$ cat src/rtl/decoder_onehot_seq_if.sv
// Handshake bundle for decoder_onehot_seq: request side (in_*), scan control
// (scan_*) and the registered one-hot output beat (out_*).
// master = the agent driving requests and consuming beats; slave = the decoder.
interface decoder_onehot_seq_if #(
    parameter int SEL_W = 5
);
    localparam int OUT_W = 1 << SEL_W;

    logic             in_valid;
    logic             in_ready;
    logic [SEL_W-1:0] in_sel;
    logic             in_en;
    logic             scan_start;
    logic             scan_busy;
    logic             scan_done;
    logic             out_valid;
    logic             out_ready;
    logic [OUT_W-1:0] out_onehot;
    logic [SEL_W-1:0] out_sel;

    modport master (
        output in_valid, in_sel, in_en, scan_start, out_ready,
        input  in_ready, scan_busy, scan_done, out_valid, out_onehot, out_sel
    );

    modport slave (
        input  in_valid, in_sel, in_en, scan_start, out_ready,
        output in_ready, scan_busy, scan_done, out_valid, out_onehot, out_sel
    );
endinterface

$ cat src/rtl/decoder_onehot_seq.sv
// decoder_onehot_seq: pipelined index-to-one-hot decoder for the register-file
// write-enable path, with a built-in scan sequencer that emits every one-hot
// code in ascending order (one per accepted output slot).
// Optional feature macro: DECODER_STATS_EN adds stats_clr / beat_cnt[15:0],
// a saturating count of output handshakes.
module decoder_onehot_seq #(
    parameter int SEL_W     = 5,
    parameter bit ZERO_MASK = 1'b1
) (
    input  logic                   clock,
    input  logic                   reset_n,
    decoder_onehot_seq_if.slave    bus
`ifdef DECODER_STATS_EN
    ,
    input  logic                   stats_clr,
    output logic [15:0]            beat_cnt
`endif
);
    localparam int OUT_W = 1 << SEL_W;

    localparam logic [0:0] ST_IDLE = 1'b0;
    localparam logic [0:0] ST_SCAN = 1'b1;

    // First scan index skips the hard-wired $r0 when it is masked.
    localparam logic [SEL_W-1:0] SCAN_FIRST = ZERO_MASK ? SEL_W'(1) : '0;
    localparam logic [SEL_W-1:0] SCAN_LAST  = '1;
    localparam logic [OUT_W-1:0] BIT0_MASK  = ZERO_MASK ? ~OUT_W'(1) : '1;

    logic [0:0]       r_state;
    logic [SEL_W-1:0] r_scan_idx;
    logic             r_out_valid;
    logic [OUT_W-1:0] r_out_onehot;
    logic [SEL_W-1:0] r_out_sel;
    logic             r_scan_done;

    logic             w_slot_free;
    logic             w_in_ready;
    logic             w_dec_fire;
    logic             w_scan_fire;
    logic             w_scan_end;
    logic             w_load;
    logic [SEL_W-1:0] w_load_sel;
    logic [OUT_W-1:0] w_load_onehot;

    // The output register can take a new beat when empty or draining this cycle.
    assign w_slot_free = !r_out_valid || bus.out_ready;
    // scan_start wins over a same-cycle request; no path from in_valid.
    assign w_in_ready  = (r_state == ST_IDLE) && !bus.scan_start && w_slot_free;
    assign w_dec_fire  = bus.in_valid && w_in_ready;
    assign w_scan_fire = (r_state == ST_SCAN) && w_slot_free;
    assign w_scan_end  = w_scan_fire && (r_scan_idx == SCAN_LAST);
    assign w_load      = w_dec_fire || w_scan_fire;

    // Select the beat to load: scan index while scanning, else the decoded request.
    always_comb begin
        // NOTE: every always_comb output gets a default first so no path leaves it unassigned (no latch).
        w_load_sel    = bus.in_sel;
        w_load_onehot = '0;
        if (r_state == ST_SCAN) begin
            w_load_sel    = r_scan_idx;
            w_load_onehot = OUT_W'(1) << r_scan_idx;
        end else if (bus.in_en) begin
            w_load_onehot = OUT_W'(1) << bus.in_sel;
        end
        w_load_onehot = w_load_onehot & BIT0_MASK;
    end

    // Scan sequencer: IDLE <-> SCAN, index advances once per loaded scan beat.
    always_ff @(posedge clock or negedge reset_n) begin
        // NOTE: sequential state uses non-blocking assignments so every flop samples pre-edge values.
        if (!reset_n) begin
            r_state    <= ST_IDLE;
            r_scan_idx <= '0;
        end else begin
            case (r_state)
                ST_IDLE: begin
                    if (bus.scan_start) begin
                        r_state    <= ST_SCAN;
                        r_scan_idx <= SCAN_FIRST;
                    end
                end
                ST_SCAN: begin
                    if (w_scan_fire) begin
                        if (r_scan_idx == SCAN_LAST) begin
                            r_state <= ST_IDLE;
                        end else begin
                            r_scan_idx <= r_scan_idx + SEL_W'(1);
                        end
                    end
                end
                default: r_state <= ST_IDLE;
            endcase
        end
    end

    // Output beat register: load on any fire, otherwise drop valid once taken.
    always_ff @(posedge clock or negedge reset_n) begin
        if (!reset_n) begin
            r_out_valid  <= 1'b0;
            r_out_onehot <= '0;
            r_out_sel    <= '0;
        end else if (w_load) begin
            r_out_valid  <= 1'b1;
            r_out_onehot <= w_load_onehot;
            r_out_sel    <= w_load_sel;
        end else if (bus.out_ready) begin
            r_out_valid  <= 1'b0;
        end
    end

    // One-cycle end-of-scan pulse, aligned with the last scan beat.
    always_ff @(posedge clock or negedge reset_n) begin
        if (!reset_n) begin
            r_scan_done <= 1'b0;
        end else begin
            r_scan_done <= w_scan_end;
        end
    end

    assign bus.in_ready   = w_in_ready;
    assign bus.scan_busy  = (r_state == ST_SCAN);
    assign bus.scan_done  = r_scan_done;
    assign bus.out_valid  = r_out_valid;
    assign bus.out_onehot = r_out_onehot;
    assign bus.out_sel    = r_out_sel;

`ifdef DECODER_STATS_EN
    logic [15:0] r_beat_cnt;

    // Saturating handshake counter; clear beats a same-cycle increment.
    always_ff @(posedge clock or negedge reset_n) begin
        if (!reset_n) begin
            r_beat_cnt <= '0;
        end else if (stats_clr) begin
            r_beat_cnt <= '0;
        end else if (r_out_valid && bus.out_ready && (r_beat_cnt != 16'hFFFF)) begin
            r_beat_cnt <= r_beat_cnt + 16'd1;
        end
    end

    assign beat_cnt = r_beat_cnt;
`endif
endmodule

$ cat src/flat_wrapper.sv
// flat-port wrapper written by rule: the top's interface ports become plain ports
module decoder_onehot_seq_flat 
#(
    parameter int SEL_W     = 5,
    parameter bit ZERO_MASK = 1'b1
)
  (clock, reset_n, bus_in_valid, bus_in_sel, bus_in_en, bus_scan_start, bus_out_ready, bus_in_ready, bus_scan_busy, bus_scan_done, bus_out_valid, bus_out_onehot, bus_out_sel);
  decoder_onehot_seq_if #(.SEL_W(SEL_W)) bus_i ();
  input  logic clock;
  input  logic reset_n;
  input wire logic [$bits(bus_i.in_valid)-1:0] bus_in_valid;
  input wire logic [$bits(bus_i.in_sel)-1:0] bus_in_sel;
  input wire logic [$bits(bus_i.in_en)-1:0] bus_in_en;
  input wire logic [$bits(bus_i.scan_start)-1:0] bus_scan_start;
  input wire logic [$bits(bus_i.out_ready)-1:0] bus_out_ready;
  output wire logic [$bits(bus_i.in_ready)-1:0] bus_in_ready;
  output wire logic [$bits(bus_i.scan_busy)-1:0] bus_scan_busy;
  output wire logic [$bits(bus_i.scan_done)-1:0] bus_scan_done;
  output wire logic [$bits(bus_i.out_valid)-1:0] bus_out_valid;
  output wire logic [$bits(bus_i.out_onehot)-1:0] bus_out_onehot;
  output wire logic [$bits(bus_i.out_sel)-1:0] bus_out_sel;
  assign bus_i.in_valid = bus_in_valid;
  assign bus_i.in_sel = bus_in_sel;
  assign bus_i.in_en = bus_in_en;
  assign bus_i.scan_start = bus_scan_start;
  assign bus_i.out_ready = bus_out_ready;
  assign bus_in_ready = bus_i.in_ready;
  assign bus_scan_busy = bus_i.scan_busy;
  assign bus_scan_done = bus_i.scan_done;
  assign bus_out_valid = bus_i.out_valid;
  assign bus_out_onehot = bus_i.out_onehot;
  assign bus_out_sel = bus_i.out_sel;
  decoder_onehot_seq #(.SEL_W(SEL_W), .ZERO_MASK(ZERO_MASK)) u_core (.clock(clock), .reset_n(reset_n), .bus(bus_i));
endmodule
$ cat config.mk
export PLATFORM = sky130hd
export DESIGN_NAME = decoder_onehot_seq_flat
export DESIGN_NICKNAME = d
export VERILOG_FILES = /design/src/rtl/decoder_onehot_seq_if.sv /design/src/rtl/decoder_onehot_seq.sv /design/src/flat_wrapper.sv
export SDC_FILE = /design/constraint.sdc
export NUM_CORES = 1
export LEC_CHECK = 0
export CAP_MARGIN = 20
export CORE_AREA = 10 10 82 84
export CTS_CLUSTER_SIZE = 8
export DETAILED_ROUTE_END_ITERATION = 10
export DIE_AREA = 0 0 92 94
export PLACE_DENSITY = 0.77
export REMOVE_ABC_BUFFERS = 1
export SYNTH_ARGS = -nofsm -noshare
export SYNTH_HDL_FRONTEND = slang
export SYNTH_SLANG_ARGS = --single-unit
export TNS_END_PERCENT = 100
$ cat constraint.sdc
create_clock -name clock -period 3.1 [get_ports clock]
set_input_delay 0.31 -clock clock [delete_from_list [all_inputs] [get_ports clock]]
set_output_delay 0.31 -clock clock [all_outputs]
set_load 0.005 [all_outputs]
==> results of run 1 <==
final cells by class:
cell class / instances / area (µm²) / area share (%)
clock buffers: 7 / 96.3 / 3.11
well taps: 70 / 87.6 / 2.83
inverters: 5 / 18.8 / 0.607
flip-flops and latches: 44 / 1100 / 35.6
repair buffers: 52 / 523 / 16.9
multi-input cells: 128 / 1270 / 41.0
state kept, by name, indices dropped and copies added, names as in the netlist:
signal                 flops
u_core.bus.out_onehot     31
u_core.bus.out_sel         5
u_core.bus.out_valid       1
u_core.bus.scan_busy       1
u_core.bus.scan_done       1
u_core.r_scan_idx          5
cell usage after synthesis:
library cell / number / area [µm²]
nor2_1: 4 / 15.0
mux2_1: 13 / 146
nand3b_1: 1 / 7.51
buf_2: 5 / 25.0
and4_1: 1 / 8.76
dfrtp_1: 44 / 1100
buf_4: 1 / 7.51
inv_1: 5 / 18.8
a32o_1: 6 / 60.1
a22o_1: 25 / 219
nor3b_1: 4 / 30.0
and4b_1: 4 / 40.0
nand2_1: 6 / 22.5
buf_6: 8 / 90.1
and2_1: 2 / 12.5
nor4bb_1: 1 / 10.0
ha_1: 7 / 87.6
and4bb_1: 2 / 25.0
and4bb_2: 2 / 25.0
and3_1: 4 / 25.0
mux2i_1: 4 / 40.0
conb_1: 1 / 3.75
nor4b_4: 1 / 23.8
mux2_4: 15 / 225
nand2b_1: 2 / 12.5
nor3_1: 1 / 5.00
mux2_2: 14 / 158
nor2b_1: 2 / 12.5
o21a_1: 1 / 7.51
nand4b_1: 1 / 8.76
clkbuf_2: 2 / 10.0
and3b_1: 4 / 35.0
layout by cell type (no fill, tap or decap), types with 2 or more instances in the layout:
cell type / synthesis / layout
and2_1: 2 / 2
and3b_1: 4 / 4
nor2_1: 4 / 4
and3_1: 4 / 4
nand2_1: 6 / 6
mux2i_1: 4 / 4
clkbuf_8: 0 / 7
mux2_1: 13 / 13
a32o_1: 6 / 6
mux2_4: 15 / 15
nor2b_1: 2 / 2
inv_1: 5 / 5
ha_1: 7 / 7
nor3b_1: 4 / 4
and4bb_2: 2 / 2
and4bb_1: 2 / 2
a22o_1: 25 / 25
dfrtp_1: 44 / 44
and4b_1: 4 / 4
mux2_2: 14 / 14
clkdlybuf4s50_1: 0 / 49
nand2b_1: 2 / 2
final timing paths:
kind                                              startpoint                                    to  slack [ps]
max                           u_core.bus.scan_busy$_DFF_PN0_                          bus_in_ready        1090
min                                                  reset_n     u_core.bus.out_sel[4]$_DFFE_PN0P_         170
max reg2reg                 u_core.r_scan_idx[3]$_DFFE_PN0P_      u_core.r_scan_idx[0]$_DFFE_PN0P_        1270
min reg2reg                u_core.bus.out_sel[0]$_DFFE_PN0P_     u_core.bus.out_sel[0]$_DFFE_PN0P_         490
max in group asynchronous                            reset_n  u_core.bus.out_onehot[9]$_DFFE_PN0P_        2330
min in group clock         u_core.bus.out_sel[0]$_DFFE_PN0P_     u_core.bus.out_sel[0]$_DFFE_PN0P_         490
critical path: cells and delay by family (launching register included):
family | cells | cell delay [ps]
and+or+nand+nor | 2 | 290
buffers and inverters | 2 | 720
DFF | 1 | 390
cell families (layout without fill, tap and decap cells):
| logic type | Yosys count | after routing | share of synthesized area (%) |
|---|---|---|---|
| multiplexers | 46 | 46 | 22.6 |
| other | 1 | 1 | 0.149 |
| flip-flops | 44 | 44 | 43.7 |
| adder cells (fa/ha/maj) | 7 | 7 | 3.48 |
| buffers and inverters | 21 | 64 | 6.01 |
| AND/OR/NAND/NOR | 42 | 42 | 12.7 |
| AO/OA/AOI/OAI | 32 | 32 | 11.4 |
power breakdown:
| part | internal, mW | total, mW | switching (mW) | leakage, nW |
|---|---|---|---|---|
| registers | 0.709 | 0.864 | 0.156 | 0.580 |
| clock network | 0.199 | 0.395 | 0.196 | 0.0503 |
| logic | 0.478 | 0.810 | 0.332 | 0.821 |
| total | 1.39 | 2.07 | 0.684 | 1.45 |
per-stage QoR:
stage / hold slack (ps) / cell area [µm²] / instances / utilization (%) / power (mW)
final: 171 / 3090 / 306 / 61.0 / 2.07
after floorplan: 14.4 / 2390 / 177 / - / 1.30
after global routing: 243 / 3090 / 306 / 61.0 / 2.22
after detailed placement: 478 / 3000 / 299 / 59.1 / 1.69
after CTS: 212 / 3090 / 306 / 61.0 / 2.09
after global placement: 471 / 3000 / 299 / 59.1 / 1.67
routing by layer:
metal	global-route usage, %	up-vias	wire length, µm
li1	-	807	-
met1	17.3	865	2610
met2	20.8	53	2510
met3	4.00	7	373
met4	3.86	0	82
met5	0	-	0
==> summary.md, run 1 <==
Clock network
* buffer count from post-CTS setup fixing: 0
* Hold Buf Count CTS: 0
* number of buffers inserted during clock tree synthesis: 5
* clock tree from TritonCTS: built
* maximum level of the CTS H-tree: 2
* Root Buffer Master: clkbuf_8
* maximum count of clock buffers along a single path: 2
* TritonCTS Sinks: 44
* clock-pin transition on the worst setup and hold timing paths: 90 ps
* insertion delay to the later sink of the worst-skew pair: 300 ps
* Resized cells post-CTS: 0

Drt
* vias post-DR: 1732
* iteration count of the initial detailed-routing pass: 4
* Avg WL per Cell: 18.2 µm
* count of unresolved DRC violations after routing: 0
* antenna-violating nets left: 0
* Total Routed Length: 5.58 mm
* vias per inst: 5.66
* Iteration-0 DRC Markers: 109

Critical path
* largest fanout of any net on the critical path: 27
* stage delay of the slowest cell on the critical path: 500 ps
* cell with the biggest individual delay on the critical path: clkdlybuf4s50_1
* Worst setup EP type: output pin
* required arrival time at the worst endpoint: 2790 ps
* Data arrival, critical path: 1700 ps
* cell-by-cell listing of the critical path: buf_4 -> nor2_1 -> and2_1 -> clkdlybuf4s50_1
* critical path type: flip-flop to output pin
* Setup crit start kind: flip-flop
* worst-case reg-to-reg path depth: 4

Synthesis
* count of unique library cells instantiated by Yosys: 32
* synthesized area per cell: 13.1 µm²
* #FFs+latches synth: 44
* part of the Yosys area used for sequential elements: 43.7%
* number of warnings issued by yosys: 0
* area of the mapped netlist: 2520 µm²
* number of instances in the synthesized netlist: 193

Floorplanning
* core footprint: 5070 µm²
* row count: 26
* die area: 8650 µm²
* die height: 94 µm
* effective utilization at floorplan: 49.6%
* count of pins on the block boundary: 52
* horizontal die dimension: 92 µm

Status
* outcome: completed

STA
* remaining max-slew budget at the tightest pin: 34.2%
* RSZ-0062 raised after global routing: no
* actual transition at the worst max-transition pin: 987 ps
* maximum clock frequency: 498 MHz
* final hold violation count: 0
* Fin Clk Skew: 8.14 ps
* Worst Slack Setup Final: 1090 ps
* fraction of the cycle the final worst path needs: 64.7%
* total negative setup slack: 0 ps
* setup-violating endpoint count in the final report: 0
* final-report max-slew violation count: 0
* final critical-path required period: 2010 ps

Placed design
* Final Wtd Congestion: 0.796
* total half-perimeter wirelength after legalization and detailed placement: 4.00 mm
* Post-Place Setup Slack: 914 ps
* count of buffers from port buffering: 50

Global routing
* largest net degree at the start of global routing: 45
* first-pass GRT wire length: 9.46 mm
* number of global-route vias before repair: 1818
* antenna violations before repair: 0
* overall global routing resource usage: 13.3%
* Remaining Overflow, GRT: 0

Power
* maximum ir drop on the vdd rail: 0.428 mV
* Power Dens Cells: 669 nW/µm²
* Static Leak: 1.45 nW

Cells and area
* signed area change from the synthesized netlist to the final layout: 22.9%
* fraction of layout cells with a size suffix above 1: 18.2%
* total of fill cells in the finished design: 436
* total inserted antenna cells: 0
* layout net count: 254

Min path
* class of the tightest hold or removal check: primary input to asynchronous set/reset pin

Run
* MaxCap Viol Count: 0

No activity file was read; power rests on OpenSTA's default activity.
==> inputs of run 2 (changes only) <==
clock period = 2.1 ns   (was 3.1 ns; I/O delays follow)
==> run 2 against run 1 <==
Utilization is 0.91 points higher. Final cell count is 2.0% higher. Clock skew is 4.2 ps lower. Global-route usage is 0.40 points higher. Worst setup slack worse by 880 ps. Combinational power is 54% higher. Clock-buffer cell count is 1 higher. Clock power is 39% higher. Die area stayed put. Non-clock buffer count is 5 higher. Critical endpoint unchanged.
==> summary.md, run 2 (same netlist as run 1, synthesis figures left out) <==
Floorplanning
* die height: 94 µm, unchanged
* row count: 26, unchanged
* horizontal die dimension: 92 µm, unchanged
* core footprint: 5070 µm², unchanged
* count of pins on the block boundary: 52, unchanged
* effective utilization at floorplan: 49.6%, unchanged
* die area: 8650 µm², unchanged

Power
* total net switching power: 1.00 mW, +47%
* Switching Share: 33.0%, -0.11 points
* Power Dens Cells: 971 nW/µm², +45%
* share of power burned in registers: 40.8%, -1.0 points
* cell-internal power: 2.04 mW, +48%
* Static Leak: 1.48 nW, +1.6%
* maximum ir drop on the vdd rail: 0.575 mV, +34%
* logic gate share of total power: 41.2%, +2.1 points
* clock group share of total power: 18.1%, -1.0 points

STA
* actual transition at the worst max-transition pin: 595 ps, -391 ps
* final hold violation count: 0, unchanged
* RSZ-0062 raised after global routing: no
* final critical-path required period: 1890 ps
* fraction of the cycle the final worst path needs: 90.1%
* Fin Clk Skew: 3.99 ps, -4.15 ps
* maximum clock frequency: 529 MHz
* setup-violating endpoint count in the final report: 0, unchanged
* remaining max-slew budget at the tightest pin: 60.2%, +26 points
* final-report max-slew violation count: 0, unchanged

Critical path
* critical path type: flip-flop to output pin
* cell-by-cell listing of the critical path: buf_4 -> nor2_1 -> and2_1 -> clkdlybuf4s50_1
* largest fanout of any net on the critical path: 28, +3.7%
* required arrival time at the worst endpoint: 1890 ps, -900 ps
* cell with the biggest individual delay on the critical path: clkdlybuf4s50_1
* Data arrival, critical path: 1680 ps, -20 ps
* Worst setup EP type: output pin
* worst-case reg-to-reg path depth: 6, +2
* stage delay of the slowest cell on the critical path: 500 ps, about the same
* r2r setup slk: 400 ps, -870 ps
* Setup crit start kind: flip-flop

Status
* outcome: completed

Global routing
* Remaining Overflow, GRT: 0, unchanged
* antenna violations before repair: 0, unchanged
* number of global-route vias before repair: 1859, +2.3%
* first-pass GRT wire length: 9.58 mm, +1.3%
* largest net degree at the start of global routing: 45, unchanged
* overall global routing resource usage: 13.7%, +0.40 points

Cells and area
* top library cells by usage in the layout, fill and taps aside: 49 x clkdlybuf4s50_1, 44 x dfrtp_1, 25 x a22o_1
* Layout Cells excl Fill: 312, +2.0%
* layout net count: 259, +2.0%
* most common library cell in the layout ignoring fill and taps: clkdlybuf4s50_1
* final cell area excluding filler cells: 3140 µm², +1.5%
* fraction of layout cells with a size suffix above 1: 19.0%, +0.79 points
* Largest register FFs: 31, unchanged
* total inserted antenna cells: 0, unchanged
* signed area change from the synthesized netlist to the final layout: 24.7%

Run
* MaxCap Viol Count: 0, unchanged

Min path
* class of the tightest hold or removal check: primary input to asynchronous set/reset pin

Drt
* antenna-violating nets left: 0, unchanged
* count of unresolved DRC violations after routing: 0, unchanged
* vias per inst: 5.58, -1.4%
* iteration count of the initial detailed-routing pass: 5, +1
* vias post-DR: 1742, +0.58%
* Iteration-0 DRC Markers: 166, +52%
* Total Routed Length: 5.56 mm, -0.36%
* Avg WL per Cell: 17.8 µm, -2.3%

Placed design
* Placed Instances: 303, +1.3%
* total half-perimeter wirelength after legalization and detailed placement: 4.02 mm, +0.33%
* Final Wtd Congestion: 0.765, -3.9%
* count of buffers from port buffering: 50, unchanged
* dpl cell area: 3040 µm², +1.4%

Clock network
* maximum level of the CTS H-tree: 2, unchanged
* number of buffers inserted during clock tree synthesis: 5, unchanged
* maximum count of clock buffers along a single path: 2, unchanged
* insertion delay to the later sink of the worst-skew pair: 300 ps, about the same
* Root Buffer Master: clkbuf_8
* clock tree from TritonCTS: built
* TritonCTS Sinks: 44, unchanged
* clock-pin transition on the worst setup and hold timing paths: 80 ps, about the same
* Resized cells post-CTS: 0, unchanged

## run 2: cell count changes in the layout (fill, tap and decap cells not counted), sizes merged
cell | before | now
buf | 3 | 7
clkbuf | 7 | 8
dlygate4sd3 | 0 | 1
## run 2: through the flow
stage	TNS, ps	power, mW	setup WS [ps]	hold WS (ps)	utilization (%)
2_1_floorplan	-10190	1.92	-321	-85.6	-
3_3_place_gp	0	2.49	339	202	59.9
3_5_place_dp	0	2.52	301	205	59.9
4_1_cts	0	3.08	198	417	61.9
5_1_grt	0	3.29	121	440	61.9
6_report	0	3.05	209	411	61.9
## run 2: layout make-up
type                            count  area, µm²
Inverter                            5       18.8
Multi-Input combinational cell    128       1270
Fill cell                         427       1930
Clock buffer                        8       90.1
Sequential cell                    44       1100
Tap cell                           70       87.6
Timing Repair Buffer               57        576
## run 2: worst paths after layout
path,from,endpoint
setup / recovery,u_core.bus.scan_busy$_DFF_PN0_,bus_in_ready
hold / removal,reset_n,u_core.bus.out_onehot[23]$_DFFE_PN0P_
setup reg to reg,u_core.r_scan_idx[0]$_DFFE_PN0P_,u_core.r_scan_idx[1]$_DFFE_PN0P_
hold reg to reg,u_core.bus.out_onehot[4]$_DFFE_PN0P_,u_core.bus.out_onehot[4]$_DFFE_PN0P_
max in group asynchronous,reset_n,u_core.bus.out_onehot[8]$_DFFE_PN0P_
min in group clock,u_core.bus.out_onehot[4]$_DFFE_PN0P_,u_core.bus.out_onehot[4]$_DFFE_PN0P_
## run 2: per-layer routing
metal | part of all wire, % | wire length, µm | track usage, % | up-vias
met5 | 0 | 0 | 0 | -
met4 | 1.6 | 87 | 5.14 | 0
met3 | 8.2 | 455 | 5.52 | 5
met2 | 46 | 2550 | 20.9 | 53
met1 | 44 | 2470 | 17.0 | 870
li1 | - | - | - | 814
## run 2: critical path, delay by kind of cell (launching register included)
kind | cells | cell delay (ps)
buf+inv | 2 | 720
flops | 1 | 360
simple gates | 2 | 300
## run 2: power by group through the flow
stage	logic (mW)	clock network (mW)	registers, mW
final	1.25	0.551	1.24
after global routing	1.40	0.600	1.29
after CTS	1.27	0.561	1.25
after detailed placement	1.26	0	1.26
after global placement	1.23	0	1.26
after floorplan	0.677	0	1.25
## run 2: timing repair
action | CTS | global route
hold buffers | 1 | 0
setup endpoints to repair | 0 | 0
hold endpoints to repair | 44 | 0
buffers inserted | 0 | 0
